File: src/rtl/muldiv_unit.sv
// RV32M multiply/divide unit: iterative shift-add multiply and restoring
// divide, one bit per cycle, with a single registered write-back cycle.
//
// state | meaning
// IDLE  | waiting for start; operands captured on accept
// MUL   | 32 shift-add iterations, then sign fix and result select
// DIV   | 32 restoring-divide iterations (or immediate exit for /0 and overflow)
// DONE  | one-cycle write-back pulse on done/rd_address/rd_data
module muldiv_unit (
   input  logic        clk,
   input  logic        rst_n,
   input  logic        start,
   input  logic        flush,
   input  logic [2:0]  funct3,
   input  logic [31:0] rs1_data,
   input  logic [31:0] rs2_data,
   input  logic [4:0]  rd_in,
   output logic        busy,
   output logic        done,
   output logic [4:0]  rd_address,
   output logic [31:0] rd_data
);

   typedef enum logic [1:0] {S_IDLE, S_MUL, S_DIV, S_DONE} state_t;

   state_t      state_q, state_d;

   logic [2:0]  op_q;
   logic [4:0]  rd_q;
   logic [31:0] a_raw_q;
   logic [63:0] acc_q;      // mul: running product; div: {remainder, quotient}
   logic [63:0] sh_a_q;     // mul: shifted multiplicand magnitude
   logic [31:0] sh_b_q;     // mul: multiplier magnitude; div: divisor magnitude
   logic [5:0]  cnt_q;      // iterations remaining
   logic        neg_q_q;    // negate product / quotient
   logic        neg_r_q;    // negate remainder
   logic        div0_q;
   logic        ovf_q;

   logic        done_d;
   logic [4:0]  rd_address_d;
   logic [31:0] rd_data_d;

   logic        a_signed, b_signed, a_neg, b_neg;
   logic [31:0] a_mag, b_mag;
   logic        accept;

   logic [32:0] div_trial, div_diff;
   logic [63:0] prod_s;
   logic [31:0] quot_s, rem_s;
   logic [31:0] mul_result, div_result;

   // operand sign handling at capture time
   always_comb begin
      a_signed = funct3[2] ? ~funct3[0] : (funct3[1:0] != 2'b11);
      b_signed = funct3[2] ? ~funct3[0] : ~funct3[1];
      a_neg    = a_signed & rs1_data[31];
      b_neg    = b_signed & rs2_data[31];
      a_mag    = a_neg ? (32'd0 - rs1_data) : rs1_data;
      b_mag    = b_neg ? (32'd0 - rs2_data) : rs2_data;
      accept   = (state_q == S_IDLE) && start && !flush;
   end

   // restoring divide step and final result formation
   always_comb begin
      div_trial  = acc_q[63:31];
      div_diff   = div_trial - {1'b0, sh_b_q};
      prod_s     = neg_q_q ? (64'd0 - acc_q) : acc_q;
      quot_s     = neg_q_q ? (32'd0 - acc_q[31:0]) : acc_q[31:0];
      rem_s      = neg_r_q ? (32'd0 - acc_q[63:32]) : acc_q[63:32];
      mul_result = (op_q[1:0] == 2'b00) ? prod_s[31:0] : prod_s[63:32];
      if (div0_q)
         div_result = op_q[1] ? a_raw_q : 32'hFFFF_FFFF;
      else if (ovf_q)
         div_result = op_q[1] ? 32'd0 : 32'h8000_0000;
      else
         div_result = op_q[1] ? rem_s : quot_s;
   end

   // state register
   always_ff @(posedge clk or negedge rst_n) begin
      if (!rst_n) state_q <= S_IDLE;
      else        state_q <= state_d;
   end

   // next state and write-back values (registered below)
   always_comb begin
      state_d      = state_q;
      done_d       = 1'b0;
      rd_address_d = 5'd0;
      rd_data_d    = 32'd0;
      if (flush) begin
         state_d = S_IDLE;
      end else begin
         case (state_q)
            S_IDLE: if (start) state_d = funct3[2] ? S_DIV : S_MUL;
            S_MUL: begin
               if (cnt_q == 6'd0) begin
                  state_d      = S_DONE;
                  done_d       = 1'b1;
                  rd_address_d = rd_q;
                  rd_data_d    = mul_result;
               end
            end
            S_DIV: begin
               if (div0_q || ovf_q || cnt_q == 6'd0) begin
                  state_d      = S_DONE;
                  done_d       = 1'b1;
                  rd_address_d = rd_q;
                  rd_data_d    = div_result;
               end
            end
            S_DONE:  state_d = S_IDLE;
            default: state_d = S_IDLE;
         endcase
      end
   end

   // operand capture and per-cycle iteration
   always_ff @(posedge clk or negedge rst_n) begin
      if (!rst_n) begin
         op_q    <= 3'd0;
         rd_q    <= 5'd0;
         a_raw_q <= 32'd0;
         acc_q   <= 64'd0;
         sh_a_q  <= 64'd0;
         sh_b_q  <= 32'd0;
         cnt_q   <= 6'd0;
         neg_q_q <= 1'b0;
         neg_r_q <= 1'b0;
         div0_q  <= 1'b0;
         ovf_q   <= 1'b0;
      end else if (accept) begin
         op_q    <= funct3;
         rd_q    <= rd_in;
         a_raw_q <= rs1_data;
         acc_q   <= funct3[2] ? {32'd0, a_mag} : 64'd0;
         sh_a_q  <= {32'd0, a_mag};
         sh_b_q  <= b_mag;
         cnt_q   <= 6'd32;
         neg_q_q <= a_neg ^ b_neg;
         neg_r_q <= a_neg;
         div0_q  <= funct3[2] && (rs2_data == 32'd0);
         ovf_q   <= funct3[2] && !funct3[0] && (rs1_data == 32'h8000_0000)
                    && (rs2_data == 32'hFFFF_FFFF);
      end else if (state_q == S_MUL && cnt_q != 6'd0) begin
         if (sh_b_q[0]) acc_q <= acc_q + sh_a_q;
         sh_a_q <= {sh_a_q[62:0], 1'b0};
         sh_b_q <= {1'b0, sh_b_q[31:1]};
         cnt_q  <= cnt_q - 6'd1;
      end else if (state_q == S_DIV && cnt_q != 6'd0 && !div0_q && !ovf_q) begin
         if (!div_diff[32]) acc_q <= {div_diff[31:0], acc_q[30:0], 1'b1};
         else               acc_q <= {div_trial[31:0], acc_q[30:0], 1'b0};
         cnt_q <= cnt_q - 6'd1;
      end
   end

   // registered write-back outputs
   always_ff @(posedge clk or negedge rst_n) begin
      if (!rst_n) begin
         done       <= 1'b0;
         rd_address <= 5'd0;
         rd_data    <= 32'd0;
      end else begin
         done       <= done_d;
         rd_address <= rd_address_d;
         rd_data    <= rd_data_d;
      end
   end

   assign busy = (state_q != S_IDLE);

endmodule

File: config.mk
export PLATFORM = sky130hd
export DESIGN_NAME = muldiv_unit
export DESIGN_NICKNAME = d
export VERILOG_FILES = /design/src/rtl/muldiv_unit.sv
export SDC_FILE = /design/constraint.sdc
export NUM_CORES = 1
export LEC_CHECK = 0
export BUFFER_PORTS_ARGS = -buffer_cell sky130_fd_sc_hd__buf_2
export CORE_MARGIN = 5
export CORE_UTILIZATION = 55
export CTS_BUF_LIST = sky130_fd_sc_hd__clkbuf_8
export DETAILED_ROUTE_END_ITERATION = 12
export HOLD_SLACK_MARGIN = 0.06
export PLACE_DENSITY = 0.81
export SLEW_MARGIN = 20
export SYNTH_ARGS = -nofsm -noshare
export SYNTH_HDL_FRONTEND = slang
export SYNTH_SLANG_ARGS = --single-unit
File: constraint.sdc
create_clock -name clk -period 4.1 [get_ports clk]
set_clock_uncertainty 0.05 [all_clocks]
set_input_delay 0.205 -clock clk [delete_from_list [all_inputs] [get_ports clk]]
set_output_delay 0.205 -clock clk [all_outputs]
set_load 0.02 [all_outputs]
Word-level counts from Yosys, hierarchy flattened
Index checks and enable logic that the tools add are counted.
{"block": "totals", "in_bits": 76, "output_inout_bits": 39, "register_bits": 249}
{"block": "op_classes", "bitwise_logic": 5, "n_eq_ne": 10, "n_addsub": 8, "n_reduce_logical": 26, "mux": 44}
{"op": "$mux W32", "n": 16}
{"op": "$mux W64", "n": 8}
{"op": "$sub A1 B32 Y32 const A", "n": 4}
{"op": "$add A64 B64 Y64", "n": 1}
{"op": "$eq A32 B32 Y1 const B", "n": 2}
{"op": "$pmux W32 S2", "n": 1}
{"op": "$sub A1 B64 Y64 const A", "n": 1}
{"op": "$sub A33 B32 Y33", "n": 1}
{"op": "$logic_not A32 Y1", "n": 1}
{"op": "$mux W6", "n": 3}
{"op": "$mux W5", "n": 3}
{"op": "$ne A3 B3 Y1 const B", "n": 4}
{"op": "$logic_and A1 B1 Y1", "n": 10}
{"op": "$mux W2", "n": 5}
{"op": "$pmux W5 S2", "n": 1}
{"op": "$pmux W2 S4", "n": 1}
{"op": "$logic_not A6 Y1", "n": 1}
{"op": "$reduce_bool A6 Y1", "n": 1}
{"op": "$sub A6 B1 Y6 const B", "n": 1}
{"op": "$mux W1", "n": 5}
{"op": "$eq A2 B2 Y1 const B", "n": 2}
{"op": "$logic_not A1 Y1", "n": 4}
{"op": "$logic_not A2 Y1", "n": 2}
{"op": "$reduce_bool A2 Y1", "n": 2}
{"op": "other kinds (10)", "n": 13}

Logic depth before layout (Yosys ltp)
{"block": "depth", "depth_word": 8, "ltp_mapped": 15}

Least setup slack after synthesis
OpenSTA, ideal clock, no wires.
{"block": "synth_path", "kind": "register to register", "start": "reg acc_q[32]", "end": "reg rd_data[28]", "path_buffers": 2, "arrival_ps": 3833, "slack_ps": 139, "period_less_slack_ps": 3961, "stages_incl_launch_ff": 16, "setup_time_ps": 78, "path_cell_list": "dfrtp_1 inv_1 ha_1 or3b_4 or4b_4 buf_6 or3_4 or2_4 or4_4 buf_6 o31ai_2 xor2_1 a21oi_1 a21oi_1 a211o_1 a21oi_1"}
{"block": "synth_via", "elab_chain_cells": 8, "elab_cells_between_ends": 12, "classes_between": "2 x add/sub; 10 x mux"}
{"element": "start, declared", "line": "31", "rtl": "logic [63:0] acc_q;"}
{"element": "start signal, assigned", "line": "137", "rtl": "acc_q <= funct3[2] ? {32'd0, a_mag} : 64'd0;"}
{"element": "start signal, assigned", "line": "147", "rtl": "if (sh_b_q[0]) acc_q <= acc_q + sh_a_q;"}
{"element": "start signal, assigned", "line": "152", "rtl": "if (!div_diff[32]) acc_q <= {div_diff[31:0], acc_q[30:0], 1'b1};"}
{"element": "$sub A1 B32 Y32", "line": "70", "rtl": "rem_s = neg_r_q ? (32'd0 - acc_q[63:32]) : acc_q[63:32];"}
{"element": "$mux W32", "line": "70"}
{"element": "$mux W32", "line": "77", "rtl": "div_result = op_q[1] ? rem_s : quot_s;"}
{"element": "$mux W32", "line": "74", "rtl": "else if (ovf_q)"}
{"element": "$mux W32", "line": "72", "rtl": "if (div0_q)"}
{"element": "$mux W32", "line": "106", "rtl": "if (div0_q || ovf_q || cnt_q == 6'd0) begin"}
{"element": "$pmux W32 S2 *", "line": "95", "rtl": "case (state_q)"}
{"element": "$mux W32 *", "line": "92", "rtl": "if (flush) begin"}
{"element": "net rd_data_d[28]", "line": "42", "rtl": "logic [31:0] rd_data_d;"}
{"element": "end signal, assigned", "line": "167", "rtl": "rd_data <= rd_data_d;"}
{"element": "end, declared", "line": "21", "rtl": "output logic [31:0] rd_data"}
The timed path passes the listed nets; every way through them passes the cells marked *.
A chain may end at the register's enable or synchronous reset.

Final worst setup path
{"block": "layout_path", "start": "reg sh_a_q[0]", "end": "reg acc_q[60]"}
{"block": "layout_via", "elab_chain_cells": 4}
{"element": "start, declared", "line": "32", "rtl": "logic [63:0] sh_a_q;"}
{"element": "start signal, assigned", "line": "138", "rtl": "sh_a_q <= {32'd0, a_mag};"}
{"element": "start signal, assigned", "line": "148", "rtl": "sh_a_q <= {sh_a_q[62:0], 1'b0};"}
{"element": "$add A64 B64 Y64", "line": "147"}
{"element": "$mux W64", "line": "147"}
{"element": "$mux W64", "line": "146", "rtl": "end else if (state_q == S_MUL && cnt_q != 6'd0) begin"}
{"element": "$mux W64", "line": "133", "rtl": "end else if (accept) begin"}
No other way between the ends. The select of a mux whose other input is x is not followed.

==> impl_metrics.sql <==
INSERT INTO impl_metrics (metric_group, metric, value, unit) VALUES
('status', 'run_status', 'complete, no violations', ''),
('place', 'dpl_cell_area', '22000', 'µm²'),
('die', 'floorplan.core_area', '37400', 'µm²'),
('timing', 'timing.slew.headroom', '36.2', '%'),
('logic_synthesis', 'synthTopCellsByArea', 'sky130_fd_sc_hd__dfrtp_1 30%, sky130_fd_sc_hd__nand2_1 9.8%, sky130_fd_sc_hd__ha_1 6.3%', ''),
('clock_tree', 'worst_skew_pair.late_latency', '0.67', 'ns'),
('logic_synthesis', 'synth_sequential_area_ratio', '30.1', '%'),
('setup_path', 'worstPathCellList', 'ha_1 -> fa_1 -> a211oi_1 -> nor2_1 -> a211oi_1 -> buf_4 -> o21ai_0 -> a2111o_1 -> a31oi_2 -> buf_4 -> a21oi_1 -> or3_1 -> a211oi_1 -> a211oi_1', ''),
('logic_synthesis', 'synthFlopType', 'sky130_fd_sc_hd__dfrtp_1', ''),
('logic_synthesis', 'synthesis.area_per_instance', '7.49', 'µm²'),
('cells_and_area', 'areaGrowthSynthToFinish', '15.9', '%'),
('setup_path', 'path_class', 'flip-flop to flip-flop', ''),
('logic_synthesis', 'async_flop_share', '100', '%'),
('clock_tree', 'clockRootBuffer', 'sky130_fd_sc_hd__clkbuf_8', ''),
('timing', 'fmaxAchievable', '252', 'MHz'),
('die', 'core.rowCount', '71', ''),
('setup_path', 'cp_common_cell', 'sky130_fd_sc_hd__a211oi_1', ''),
('timing', 'timing_worst_slew_pin_value', '0.957', 'ns'),
('logic_synthesis', 'mappedNetlistNets', '2942', ''),
('cells_and_area', 'final_util', '64.0', '%'),
('min_path', 'hold_path_class', 'input pin to async pin', ''),
('setup_path', 'worst_path_largest_cell_delay', '0.51', 'ns'),
('timing', 'setup_repair_after_global_routing_missed_its_margin', 'false', ''),
('timing', 'hold_viol_final', '0', ''),
('clock_tree', 'tritoncts.num_buffers', '49', ''),
('drt', 'total_vias_in_the_final_route', '22600', ''),
('logic_synthesis', 'ys_seq_elements', '249', ''),
('timing', 'setup-violations-final', '0', ''),
('logic_synthesis', 'synth_edf_count', '0', ''),
('setup_path', 'ff2ff_setup_slack', '0.14', 'ns'),
('grt', 'grt_antenna_before_repair', '5', ''),
('clock_tree', 'cts_buffer_depth', '3', ''),
('logic_synthesis', 'library_cells_used_by_synthesis', '78', ''),
('drt', 'wl_per_cell', '23.2', 'µm'),
('pwr', 'seq_power_share', '20.4', '%'),
('die', 'floorplan.die.width', '204', 'µm'),
('cells_and_area', 'drive_gt1_share', '11.1', '%'),
('cells_and_area', 'num-nets-final', '3103', ''),
('drt', 'avgViaCountPerCell', '6.51', ''),
('pwr', 'fraction_of_power_spent_switching_nets', '53.1', '%'),
('logic_synthesis', 'synth.yosys.warnings', '0', ''),
('logic_synthesis', 'netlist.top_cell.by_area', 'sky130_fd_sc_hd__dfrtp_1', ''),
('die', 'floorplan.die_area', '41600', 'µm²'),
('clock_tree', 'tritoncts', 'built', ''),
('pwr', 'net-switching-power', '11.9', 'mW'),
('clock_tree', 'ctsHtreeMaxLevel', '2', ''),
('pwr', 'combinationalPowerShare', '67.2', '%'),
('pwr', 'p_int', '10.5', 'mW'),
('pwr', 'power.leakage', '10.8', 'nW'),
('die', 'floorplan.initialDensity', '55.3', '%'),
('timing', 'final_report_max_slew_violation_count', '0', ''),
('logic_synthesis', 'synth_area', '20700', 'µm²'),
('setup_path', 'timing.critical_path.required', '4.57', 'ns'),
('setup_path', 'cp-end-kind', 'flip-flop', ''),
('grt', 'globalRouteTotalUtil', '37.8', '%'),
('die', 'io_pins', '115', ''),
('logic_synthesis', 'synth_top_area_share', '30.1', '%'),
('drt', 'detail_route.iter0.violations', '2893', ''),
('clock_tree', 'clkSlewWorstSetupHoldPaths', '0.06', 'ns'),
('clock_tree', 'clock_sinks', '249', ''),
('grt', 'grt_overflow', '0', ''),
('place', 'input_output_buffers', '114', ''),
('drt', 'totalWireLength', '80600', 'µm'),
('setup_path', 'crit_path_top_delay_cell', 'sky130_fd_sc_hd__a2111o_1', ''),
('flow_run', 'max_cap_viol_count', '0', ''),
('die', 'die_h', '204', 'µm'),
('drt', 'drt.antenna.violating_nets', '0', ''),
('pwr', 'power.total', '22.4', 'mW'),
('setup_path', 'setup.worst_path.start_class', 'flip-flop', ''),
('logic_synthesis', 'netlist_instances', '2760', ''),
('drt', 'drt_pre_antenna_iters', '8', '');
power by group through the flow:
stage | combinational, mW | sequential, mW | clock (mW)
after floorplan | 10.1 | 4.21 | 0
after global placement | 14.1 | 4.50 | 0
after detailed placement | 14.4 | 4.54 | 0
after CTS | 14.5 | 4.51 | 2.80
after global routing | 16.2 | 4.66 | 2.92
final | 15.0 | 4.57 | 2.77
per-stage QoR:
stage               setup slack, ns  hold WS [ns]  std cells
finish                        0.136        0.0992       3474
global route                 0.0268         0.179       3472
CTS                           0.159         0.166       3470
detailed placement            0.186         0.259       3299
global placement              0.244         0.251       3299
floorplan                     0.139        -0.141       2760
synthesized netlist by cell type, drive strengths merged (27+ instances only):
library cell,instances
nand2,541
o21ai,250
a21oi,249
dfrtp,249
nor2,201
clkbuf,161
xnor2,126
xor2,116
ha,104
inv,75
a31oi,54
a21o,52
o211ai,47
nand3,45
nor3,41
o31ai,38
nand4,31
nand2b,27
cells in the final DEF (no fill, tap or decap), drive strengths merged, types with 10 or more instances in the layout:
master       instances
nand2              541
buf                212
a21oi              249
or3                 26
a211oi              17
o22ai               21
dfrtp              249
nor3                41
nand4               31
a21o                52
xor2               116
a22oi               16
ha                 104
o211ai              47
o41ai               15
and3                25
nor2b               15
or4                 18
nor4                18
nor2               201
dlygate4sd3         82
clkbuf              62
o21ai              250
inv                 87
xnor2              126
a31oi               54
nand2b              27
and2                14
or2                 10
o21bai              16
o31ai               38
nand3               45
path summary, 6_finish.rpt:
check	startpoint	depth (start not counted)	to
max in group asynchronous	rst_n	3	acc_q[47]$_DFFE_PN0P_
hold / removal	rst_n	2	rd_address[4]$_DFF_PN0_
min in group clk	rd_in[4]	4	rd_q[4]$_DFFE_PN0P_
setup reg to reg	sh_a_q[0]$_DFFE_PN0P_	14	acc_q[60]$_DFFE_PN0P_
setup / recovery	sh_a_q[0]$_DFFE_PN0P_	14	acc_q[60]$_DFFE_PN0P_
hold reg to reg	rd_q[1]$_DFFE_PN0P_	2	rd_q[1]$_DFFE_PN0P_
registers in the layout (all words and copies together) (netlist names), 2 cells and up:
name	count
sh_a_q	64
sh_b_q	32
rd_q	5
rd_address	5
a_raw_q	32
state_q	2
rd_data	32
cnt_q	6
op_q	2
acc_q	64
critical path, delay by kind of cell, from the launching register on:
family	cells	cell delay [ns]
adders and majority gates	2	0.64
and+or+nand+nor	2	0.53
buffers and inverters	2	0.33
AOI/OAI and AO/OA	8	1.86
DFF	1	0.39
layout make-up:
type                    count  area (µm²)
flip-flops and latches    249        6230
fillers                  3241       13400
clock inverters            27         210
diodes                      4        10.0
multi-input cells        2252       13500
well taps                 511         639
clock buffers              62         853
repair buffers            294        2210
inverters                  75         282
metal layers:
metal / routed length (µm) / GRT usage [%]
met5: 11 / 0
met4: 4350 / 16.9
met3: 10100 / 9.58
met2: 34000 / 56.0
met1: 32100 / 52.2
kinds of logic (layout without fill, tap and decap cells):
family / Yosys count / in the layout / share of synthesized area (%)
AOI/OAI and AO/OA: 864 / 864 / 25.8
xor gates and xnor gates: 242 / 242 / 10.3
adders and majority gates: 106 / 106 / 6.49
buffers and inverters: 259 / 458 / 4.81
DFF: 249 / 249 / 30.1
muxes: 9 / 9 / 0.436
other: 0 / 4 / 0
and+or+nand+nor: 1031 / 1031 / 22.1
what timing repair did:
item                                   4_1_cts  5_1_grt
setup buffers                                0        0
resized for setup                            0        2
endpoints found under the hold margin      242        0
hold buffers                                82        0
setup endpoints to repair                    0        4
Power figures use the tool's default switching activity.
